--- src/rtl/vram_sdram_pkg.sv ---
// Shared types for the VDP-side SDRAM requester: FSM states, the buffered
// request record and the byte-enable to write-mask mapping.
package vram_sdram_pkg;

    localparam int REQ_ADDR_WIDTH = 23;

    typedef enum logic [1:0] {
        WAIT_EN,
        IDLE,
        BUSY
    } state_t;

    typedef struct packed {
        logic                      we;
        logic [REQ_ADDR_WIDTH-1:0] addr;
        logic [15:0]               wdata;
        logic [1:0]                be;
    } req_t;

    // A request with no byte enabled is treated as a full halfword write.
    function automatic logic [1:0] be_to_wdm(input logic [1:0] be);
        return (be == 2'b00) ? 2'b11 : be;
    endfunction

endpackage

--- src/rtl/refresh_timer.sv ---
// Free-running auto-refresh interval counter with a pending request flag and
// a sticky overrun flag for intervals that expire before the last was served.
module refresh_timer #(
    parameter int REFRESH_CYCLES = 800
) (
    input  logic clk,
    input  logic resetn,
    input  logic run,
    input  logic clear,
    output logic pending,
    output logic overrun
);

    localparam int CW = $clog2(REFRESH_CYCLES);
    localparam logic [CW-1:0] LAST = CW'(REFRESH_CYCLES - 1);

    logic [CW-1:0] count;
    logic          wrap;

    assign wrap = run && (count == LAST);

    always_ff @(posedge clk) begin
        if (!resetn) begin
            count   <= '0;
            pending <= 1'b0;
            overrun <= 1'b0;
        end else begin
            if (run) begin
                count <= wrap ? '0 : count + 1'b1;
            end
            if (wrap) begin
                pending <= 1'b1;
            end else if (clear) begin
                pending <= 1'b0;
            end
            // A wrap that coincides with serving the old refresh is not an overrun.
            if (wrap && pending && !clear) begin
                overrun <= 1'b1;
            end
        end
    end

endmodule

--- src/rtl/vram_sdram_requester.sv ---
// Single-entry VRAM request buffer in front of the SDRAM controller; issues
// reads, writes and periodic auto-refresh and returns the selected read halfword.
module vram_sdram_requester
    import vram_sdram_pkg::*;
#(
    parameter int FREQ           = 54_000_000,
    parameter int REFRESH_CYCLES = 800,
    parameter int ADDR_WIDTH     = REQ_ADDR_WIDTH
) (
    input  logic                  clk,
    input  logic                  resetn,
    input  logic                  req_valid,
    output logic                  req_ready,
    input  logic                  req_we,
    input  logic [ADDR_WIDTH-1:0] req_addr,
    input  logic [15:0]           req_wdata,
    input  logic [1:0]            req_be,
    output logic [15:0]           rdata,
    output logic                  rdata_valid,
    output logic                  refresh_overrun,
    output logic                  sdram_rd,
    output logic                  sdram_wr,
    output logic                  sdram_refresh,
    output logic [ADDR_WIDTH-1:0] sdram_addr,
    output logic [15:0]           sdram_din,
    output logic [1:0]            sdram_wdm,
    input  logic [31:0]           sdram_dout32,
    input  logic                  sdram_data_ready,
    input  logic                  sdram_busy,
    input  logic                  sdram_enabled
);

    localparam longint REFRESH_NS = (longint'(REFRESH_CYCLES) * 64'd1_000_000_000) / longint'(FREQ);

    generate
        if (REFRESH_NS >= 15_000) begin : g_refresh_too_slow
            $error("REFRESH_CYCLES exceeds the 15 us refresh interval at FREQ");
        end
        if (ADDR_WIDTH != REQ_ADDR_WIDTH) begin : g_addr_width_mismatch
            $error("ADDR_WIDTH must match the request record address width");
        end
    endgenerate

    state_t state, state_next;
    req_t   buf_q;
    logic   buf_full;
    logic   ref_pending;
    logic   issue_ref, issue_req, can_issue, cmd_cycle;
    logic   rd_wait, rd_sel_hi;

    assign req_ready = (state != WAIT_EN) && !buf_full;
    assign cmd_cycle = sdram_rd | sdram_wr | sdram_refresh;

    refresh_timer #(
        .REFRESH_CYCLES(REFRESH_CYCLES)
    ) u_refresh_timer (
        .clk    (clk),
        .resetn (resetn),
        .run    (state != WAIT_EN),
        .clear  (issue_ref),
        .pending(ref_pending),
        .overrun(refresh_overrun)
    );

    always_ff @(posedge clk) begin
        if (!resetn) begin
            state <= WAIT_EN;
        end else begin
            state <= state_next;
        end
    end

    // The controller only raises busy the cycle after a command, so the strobe
    // cycle itself must not be taken as the end of the BUSY wait.
    always_comb begin
        state_next = state;
        can_issue  = 1'b0;
        issue_ref  = 1'b0;
        issue_req  = 1'b0;
        case (state)
            WAIT_EN: if (sdram_enabled && !sdram_busy) state_next = IDLE;
            IDLE:    can_issue = !sdram_busy;
            BUSY: begin
                if (!cmd_cycle && !sdram_busy) begin
                    can_issue  = 1'b1;
                    state_next = IDLE;
                end
            end
            default: state_next = WAIT_EN;
        endcase
        if (can_issue) begin
            if (ref_pending) begin
                issue_ref = 1'b1;
            end else if (buf_full) begin
                issue_req = 1'b1;
            end
        end
        if (issue_ref || issue_req) begin
            state_next = BUSY;
        end
    end

    always_ff @(posedge clk) begin
        if (!resetn) begin
            buf_q         <= '0;
            buf_full      <= 1'b0;
            sdram_rd      <= 1'b0;
            sdram_wr      <= 1'b0;
            sdram_refresh <= 1'b0;
            sdram_addr    <= '0;
            sdram_din     <= '0;
            sdram_wdm     <= '0;
            rd_wait       <= 1'b0;
            rd_sel_hi     <= 1'b0;
            rdata         <= '0;
            rdata_valid   <= 1'b0;
        end else begin
            sdram_refresh <= issue_ref;
            sdram_rd      <= issue_req && !buf_q.we;
            sdram_wr      <= issue_req && buf_q.we;
            rdata_valid   <= 1'b0;
            if (issue_req) begin
                sdram_addr <= buf_q.addr;
                sdram_din  <= buf_q.wdata;
                sdram_wdm  <= be_to_wdm(buf_q.be);
                buf_full   <= 1'b0;
            end else if (req_valid && req_ready) begin
                buf_q    <= '{we: req_we, addr: req_addr, wdata: req_wdata, be: req_be};
                buf_full <= 1'b1;
            end
            // The controller returns a 32-bit word; addr[0] picks the halfword.
            if (issue_req && !buf_q.we) begin
                rd_wait   <= 1'b1;
                rd_sel_hi <= buf_q.addr[0];
            end else if (sdram_data_ready && rd_wait) begin
                rd_wait     <= 1'b0;
                rdata       <= rd_sel_hi ? sdram_dout32[31:16] : sdram_dout32[15:0];
                rdata_valid <= 1'b1;
            end
        end
    end

endmodule

--- config.mk ---
export PLATFORM = sky130hd
export DESIGN_NAME = vram_sdram_requester
export DESIGN_NICKNAME = d
export VERILOG_FILES = /design/src/rtl/vram_sdram_pkg.sv /design/src/rtl/refresh_timer.sv /design/src/rtl/vram_sdram_requester.sv
export SDC_FILE = /design/constraint.sdc
export NUM_CORES = 1
export LEC_CHECK = 0
export BUFFER_PORTS_ARGS = -buffer_cell sky130_fd_sc_hd__buf_2
export CORE_ASPECT_RATIO = 1.4
export CORE_MARGIN = 8
export CORE_UTILIZATION = 51
export DETAILED_ROUTE_END_ITERATION = 16
export PLACE_DENSITY = 0.79
export SLEW_MARGIN = 20
export SYNTH_ARGS = -nofsm -noshare
export SYNTH_HDL_FRONTEND = slang
export SYNTH_HIERARCHICAL = 1
export SYNTH_SLANG_ARGS = --single-unit
--- constraint.sdc ---
create_clock -name clk -period 2.3 [get_ports clk]
set_input_delay 0.345 -clock clk [delete_from_list [all_inputs] [get_ports clk]]
set_output_delay 0.345 -clock clk [all_outputs]
set_load 0.02 [all_outputs]
==> results.md, run 1 <==
- Largest net degree at the start of global routing: 46
- Largest cells by area after synthesis: dfxtp_1 (49%), nand2_1 (13%), a21boi_0 (13%), o221a_2 (3.7%), mux2i_1 (3.3%)
- Die area: 0.01302 mm^2
- Syn Area/Cell: 9.005 um^2
- Post-route DRC: 0
- Synth area leader: dfxtp_1
- Worst-Margin Slew: 0.6027 ns
- Top FF cell, synth: dfxtp_1
- Routed len/inst: 15.54 um
- Antenna Nets Post-Route: 0
- IO Pins: 143
- Slew Viols, Final: 0
- Status: finished, final reports clean
- Drt initial violations: 200
- Routed WL: 12,380 um
- Post-CTS resize count: 0
- Postcts setup bufs: 0
- Distinct cells, synth: 42
- Maximum fanout along the worst path: 17
- Initial core utilization: 0.5198
- CTS Buf Count: 17
- CTS tree: built
- Area delta synth->final: 27.20%
- Yosys reg bits: 120
- P_leak: 2.548 nW
- Synth cell count leaders: nand2_1 (169), dfxtp_1 (120), a21boi_0 (82)
- Startpoint types: flop
- Inst Count DP: 765
- Total gr overflow: 0
- Crit Path Class: reg2reg
- Critical path's top delay family: compound AO/OA/AOI/OAI gates
- Port bufs: 142
- Vias per cell: 5.389
- Placer Congestion: 0.7829
- Clock insertion delay at the later pin of the skew report: 0.40 ns
- Synth Warn #: 6
- Clk buf depth: 2
- R2R cell count: 6
- CP endpoint kind: flop
- PwrDens: 792.3 mW/mm^2
- Final Critical Period: 1.925 ns
- Share of the synthesized area in the top cell type: 0.4913
- Total track usage: 0.1897
- FF-to-FF End: rdata[2]$_SDFFE_PN0P_
- First-pass GRT wire length: 20,200 um
- Vias in the first global route: 4,318
- Clock sinks: 120
- HP Class: in2reg
- Sequential area share after synthesis: 0.4913
- EDFF count, synth: 0
- Required time of the critical path: 2.64 ns
- Buffers & Inverters on Critical Path: 2
- Final setup TNS: 0 ns
- Max Cap Viol: 0
- Hold Violations, Final: 0
- Worst vdd rail ir drop: 0.6095 mV
- # diodes: 0
- Hold Crit Endpoint: buf_q[39]$_SDFFE_PN0P_
- Post-synth ARST share: 0
- Drt pass-1 iters: 4
- Worst Skew: 0.007692 ns
- Post-synthesis cell area: 0.004890 mm^2
- Hold_sp: req_addr[21]
- Count leader, synth: nand2_1
- WHS Path Cells: 3
- Crit path DAT: 2.27 ns
- Vert. Die Dim: 131.9 um
- H-tree levels: 4
- Slew Limit Headroom: 0.5982
- Detail Placement HPWL: 8646 um
- Final setup vio count: 0
- Finished Layout Cells: 797
- CTS Hold Bufs: 0
- Horiz. Die Dim: 98.76 um
- RR Startpoint: state[0]$_SDFFE_PP0P_
- Post-Synthesis Cells: 543
- Total core area: 0.009407 mm^2
- Via count: 4,295
- Critical-path top delay cell: dfxtp_1
- Site row count: 42
- Share of layout cells above drive strength 1: 0.3100
- RSZ-0062 raised after global routing: false
- Crit path largest cell delay: 0.38 ns
- Syn nets: 627
- Worst-path clk slew: 0.06 ns
- Tcrit/Tclk final: 0.8371
- CP Cell Sequence: inv_1, ha_1, nor4b_1, o211a_1, buf_4, o221a_2
- Final core occ: 0.6612
- Antenna violations before repair: 0
- Fmax: 519.4 MHz
- Final net count: 758
- Worst R2R Setup Slack: 0.37 ns
- CTS Root Cell: clkbuf_16
-- kinds of logic after synthesis --
| family | synth area share |
|---|---|
| muxes | 0.03275 |
| xor gates and xnor gates | 0.005375 |
| buffers and inverters | 0.04529 |
| and+or+nand+nor | 0.2078 |
| adders and majority gates | 0.01024 |
| DFF | 0.4913 |
| AOI/OAI and AO/OA | 0.2073 |
-- worst reg2reg max path: stages (launching register included) --
cell and delay, ns:
dfxtp_1 0.38, inv_1 0.09, ha_1 0.37, nor4b_1 0.29, o211a_1 0.28, buf_4 0.25
o221a_2 0.22
-- power by group --
group | total [mW] | switching (mW) | internal, mW
clock network | 2.45 | 0.920 | 1.53
logic | 0.312 | 0.176 | 0.136
registers | 2.16 | 0.0326 | 2.13
total | 4.93 | 1.13 | 3.80
-- placed cells by master, fill, tap and decap left out, drive strengths merged, types with 3 or more instances in the layout --
master	n
a21oi	5
dfxtp	120
nor2	10
clkinvlp	4
o21ai	9
buf	153
ha	4
o211a	3
nand2	169
inv	5
a21boi	82
o221a	16
clkinv	7
nand3	21
nand4	4
or3	4
nand3b	6
clkbuf	20
xor2	3
and2	4
mux2i	16
o21a	3
-- state kept, by name, indices dropped and copies added (netlist names) --
name / flops
sdram_din: 16
rdata: 16
buf_q: 42
sdram_wdm: 2
sdram_refresh: 1
buf_full: 1
rd_sel_hi: 1
sdram_rd: 1
rdata_valid: 1
u_refresh_timer/count: 10
u_refresh_timer/overrun: 1
sdram_wr: 1
u_refresh_timer/pending: 1
state: 2
rd_wait: 1
sdram_addr: 23
-- cell type report --
| cell class | count | area [um^2] |
|---|---|---|
| tap | 110 | 137.6 |
| clock buffer | 20 | 456.7 |
| sequential | 120 | 2402 |
| fill | 755 | 3187 |
| inverter | 5 | 18.77 |
| clock inverter | 12 | 102.6 |
| multi-input combinational | 377 | 2283 |
| timing repair buffer | 153 | 818.3 |
-- metrics by stage --
step / hold WS [ns] / power [mW] / worst slack [ns] / instance area [um^2]
after floorplan: 0.4309 / 2.386 / 0.5331 / 4890
after global placement: 0.4459 / 2.502 / 0.5332 / 5660
after detailed placement: 0.4550 / 2.516 / 0.4087 / 5660
after CTS: 0.1770 / 4.960 / 0.3619 / 6220
after global routing: 0.1888 / 5.094 / 0.2523 / 6220
final: 0.1860 / 4.928 / 0.3746 / 6220
-- how the worst max path moves through the flow --
stage | start | end | slack [ns] | cells after the start
4_1_cts | state[0]$_SDFFE_PP0P_ | req_ready | 0.36 | 4
3_3_place_gp | state[0]$_SDFFE_PP0P_ | sdram_wdm[0]$_SDFFE_PN0P_ | 0.53 | 7
2_1_floorplan | state[0]$_SDFFE_PP0P_ | rdata[10]$_SDFFE_PN0P_ | 0.53 | 8
6_report | state[0]$_SDFFE_PP0P_ | rdata[2]$_SDFFE_PN0P_ | 0.37 | 6
5_1_grt | state[0]$_SDFFE_PP0P_ | sdram_din[7]$_SDFFE_PN0P_ | 0.25 | 7
3_5_place_dp | state[0]$_SDFFE_PP0P_ | sdram_addr[22]$_SDFFE_PN0P_ | 0.41 | 7
-- per-layer routing --
metal,global-route usage,routed length [um],up-vias
li1,-,-,2106
met1,0.2158,5085,2022
met2,0.3173,6297,147
met3,0.05708,770,20
met4,0.08483,231,0
met5,0,0,-
Note: power is estimated with default switching activity, not from simulation.
==> run 2, diff against run 1 <==
- ABC_AREA: unset -> 1
- CORE_UTILIZATION: 51 -> 47
- PLACE_DENSITY: 0.79 -> 0.76
- clock period: 2.3 -> 1.6 ns (I/O delays scaled with it)
==> run 2 against run 1 <==
The flow now finishes with violations (setup timing). Sequential share of layout area fell by 4.7 points. Utilization up 2.8 points. Final cell count grew 17%. Non-clock buffer count up 25. Die area rose by 8.3%. Sequential power grew 50%. Total power increased by 74%. Critical path type unchanged. Largest power group unchanged.
==> results.md, run 2 <==
- Post-Synthesis Cells: 624
- First-pass GRT wire length: 21,890 um
- Worst-path clk slew: 0.06 ns
- Largest family of logic cells by synthesized area: simple AND/OR/NAND/NOR gates
- Total Power: 8.588 mW
- Startpoint types: flop
- Maximum fanout along the worst path: 4
- Distinct cells, synth: 31
- Adder-Cell Fraction of Synth Area: 0.01012
- Total core area: 0.01029 mm^2
- Mux share of post-synthesis cell area: 0.03643
- WHS: 0.07980 ns
- Share of layout cells above drive strength 1: 0.4005
- Vert. Die Dim: 137.4 um
- Synth area leader: dfxtp_1
- Final setup vio count: 43
- Fillers: 795
- Die area: 0.01411 mm^2
- Via count: 4,698
- CP endpoint kind: flop
- Worst-Margin Slew: 0.4463 ns
- Port bufs: 142
- Post-route DRC: 0
- Fmax: 597.2 MHz
- Area delta synth->final: 43.51%
- Post-synth ARST share: 0
- Simple-gate share of the synthesized area: 0.2732
- Antenna Nets Post-Route: 0
- Synth Warn #: 6
- Synth cell count leaders: nor2_1 (132), dfxtp_1 (120), nand2_1 (94)
- Syn Area/Cell: 7.926 um^2
- Clk buf depth: 2
- Post-synthesis cell area: 0.004946 mm^2
- CTS Root Cell: clkbuf_16
- Horiz. Die Dim: 102.7 um
- PwrDens: 1210 mW/mm^2
- Worst setup margin: -0.07454 ns
- CTS tree: built
- Crit path DAT: 2.02 ns
- Max FFs per register: 42
- H-tree levels: 4
- Sequential area share after synthesis: 0.4857
- Share of the synthesized area in the top cell type: 0.4857
- Max Cap Viol: 0
- Slew Limit Headroom: 0.7024
- Syn nets: 708
- Worst vdd rail ir drop: 0.8759 mV
- Detail Placement HPWL: 9535 um
- Antenna violations before repair: 0
- Failing checks: setup timing
- Hold Violations, Final: 0
- Routed WL: 14,520 um
- Total track usage: 0.2003
- Placer Congestion: 0.8960
- Reg with most FFs: buf_q
- Largest cells by area after synthesis: dfxtp_1 (49%), nor2_1 (10%), nand2_1 (7.1%), a21oi_1 (4.7%), o21ai_0 (4.5%)
- Sequential Area: 0.002407 mm^2
- Commonest non-fill, non-tap cell in the layout: buf_2
- Top FF cell, synth: dfxtp_1
- RSZ-0062 raised after global routing: true
- Yosys reg bits: 120
- Status: finished, violations left
- Required time of the critical path: 1.94 ns
- Count leader, synth: nor2_1
- Final core occ: 0.6895
- Tcrit/Tclk final: 1.047
- Largest net degree at the start of global routing: 42
- Vias in the first global route: 4,691
- HP Class: in2reg
- Xor/xnor cell area share of the yosys netlist: 0.005312
- Drt initial violations: 162
- IO Pins: 143
- EDFF count, synth: 0
- Crit Path Class: reg2reg
- Final Critical Period: 1.675 ns
- Most frequent cells in the layout: buf_2 (141), nor2_1 (128), dfxtp_1 (118), nand2_1 (92), o21ai_0 (36)
- # diodes: 0
- Clock insertion delay at the later pin of the skew report: 0.41 ns
- P_leak: 3.055 nW
- Multi-input gate area: 0.002461 mm^2
- Vias per cell: 5.041
- Worst Skew: 0.006406 ns
- Site row count: 44
- Clock sinks: 120
- Routed len/inst: 15.58 um
- Slew Viols, Final: 0
- Largest regs: buf_q x42, sdram_addr x23
- Final net count: 865
- Initial core utilization: 0.4804
- Total gr overflow: 0
- Drt pass-1 iters: 4
- CTS Buf Count: 17
- Compound-cell area share of the yosys netlist: 0.1050
[run 2: changes by cell type in the layout (fill, tap and decap cells not counted), moves of 9 or more]
cell and change:
o21ai_0 +27, a21boi_0 -82, mux2i_1 -16, nor2_1 +119, buf_4 +9, a21oi_1 +17, nand2_1 -77, a21oi_2 +29
o221a_2 -16, inv_1 +30, mux2_2 +16, nand3_2 +24
[run 2: power by group]
part / internal [mW] / switching [mW]
clock network: 3.11 / 1.35
logic: 0.365 / 0.509
registers: 3.14 / 0.115
[run 2: area by class of cell]
type / count / share of cell area
well taps: 138 / 0.02433
clock inverters: 13 / 0.03508
multi-input cells: 423 / 0.3467
repair buffers: 178 / 0.1699
flip-flops and latches: 120 / 0.3392
inverters: 41 / 0.02239
clock buffers: 19 / 0.06240
[run 2: worst paths after layout]
kind / startpoint / endpoint / slack [ns] / cells after the start
worst max-delay path: state[1]$_SDFFE_PN0P_ / u_refresh_timer/overrun$_SDFFE_PN0P_ / -0.07 / 11
worst min-delay path: req_addr[8] / buf_q[26]$_SDFFE_PN0P_ / 0.08 / 3
worst max register to register: state[1]$_SDFFE_PN0P_ / u_refresh_timer/overrun$_SDFFE_PN0P_ / -0.07 / 11
worst min register to register: sdram_addr[13]$_SDFFE_PN0P_ / sdram_addr[13]$_SDFFE_PN0P_ / 0.46 / 2
[run 2: kinds of logic after synthesis]
| family | count (synthesis) |
|---|---|
| simple gates | 302 |
| flops | 120 |
| compound gates | 98 |
| buf+inv | 81 |
| mux | 16 |
| fa+ha+maj | 4 |
| xor+xnor | 3 |
[run 2: stage by stage]
stage           TNS, ns  instance area, um^2  instances  setup slack (ns)
4_1_cts         -0.6300                 6857        930          -0.04838
6_report        -0.8732                 7098        932          -0.07454
2_1_floorplan  -0.05385                 4952        624          -0.05385
3_3_place_gp          0                 5796        883           0.03670
5_1_grt          -5.868                 7098        932           -0.1385
3_5_place_dp     -1.747                 5796        883          -0.07401
[run 2: timing repair]
action / 4_1_cts / 5_1_grt
gates cloned: 3 / 3
setup buffers: 13 / 1
hold buffers: 0 / 0
endpoints found under the hold margin: 0 / 0
endpoints found under the setup margin: 55 / 73
gates resized for setup: 43 / 54
pin swaps: 15 / 24
[run 2: routing by layer]
metal / vias to the layer above / part of all wire / track usage
li1: 2321 / - / -
met4: 0 / 0.022 / 0.08600
met3: 29 / 0.075 / 0.06474
met2: 151 / 0.52 / 0.3563
met1: 2197 / 0.38 / 0.2093
met5: - / 0 / 0
[run 2: critical path: stages (launching register included)]
cell	delay [ns]
dfxtp_4	0.35
buf_4	0.15
ha_4	0.16
nand3_2	0.08
nand2_2	0.08
and2_4	0.17
buf_6	0.13
nand2_4	0.07
inv_4	0.04
nor2_4	0.08
nand4_1	0.12
a21oi_2	0.17
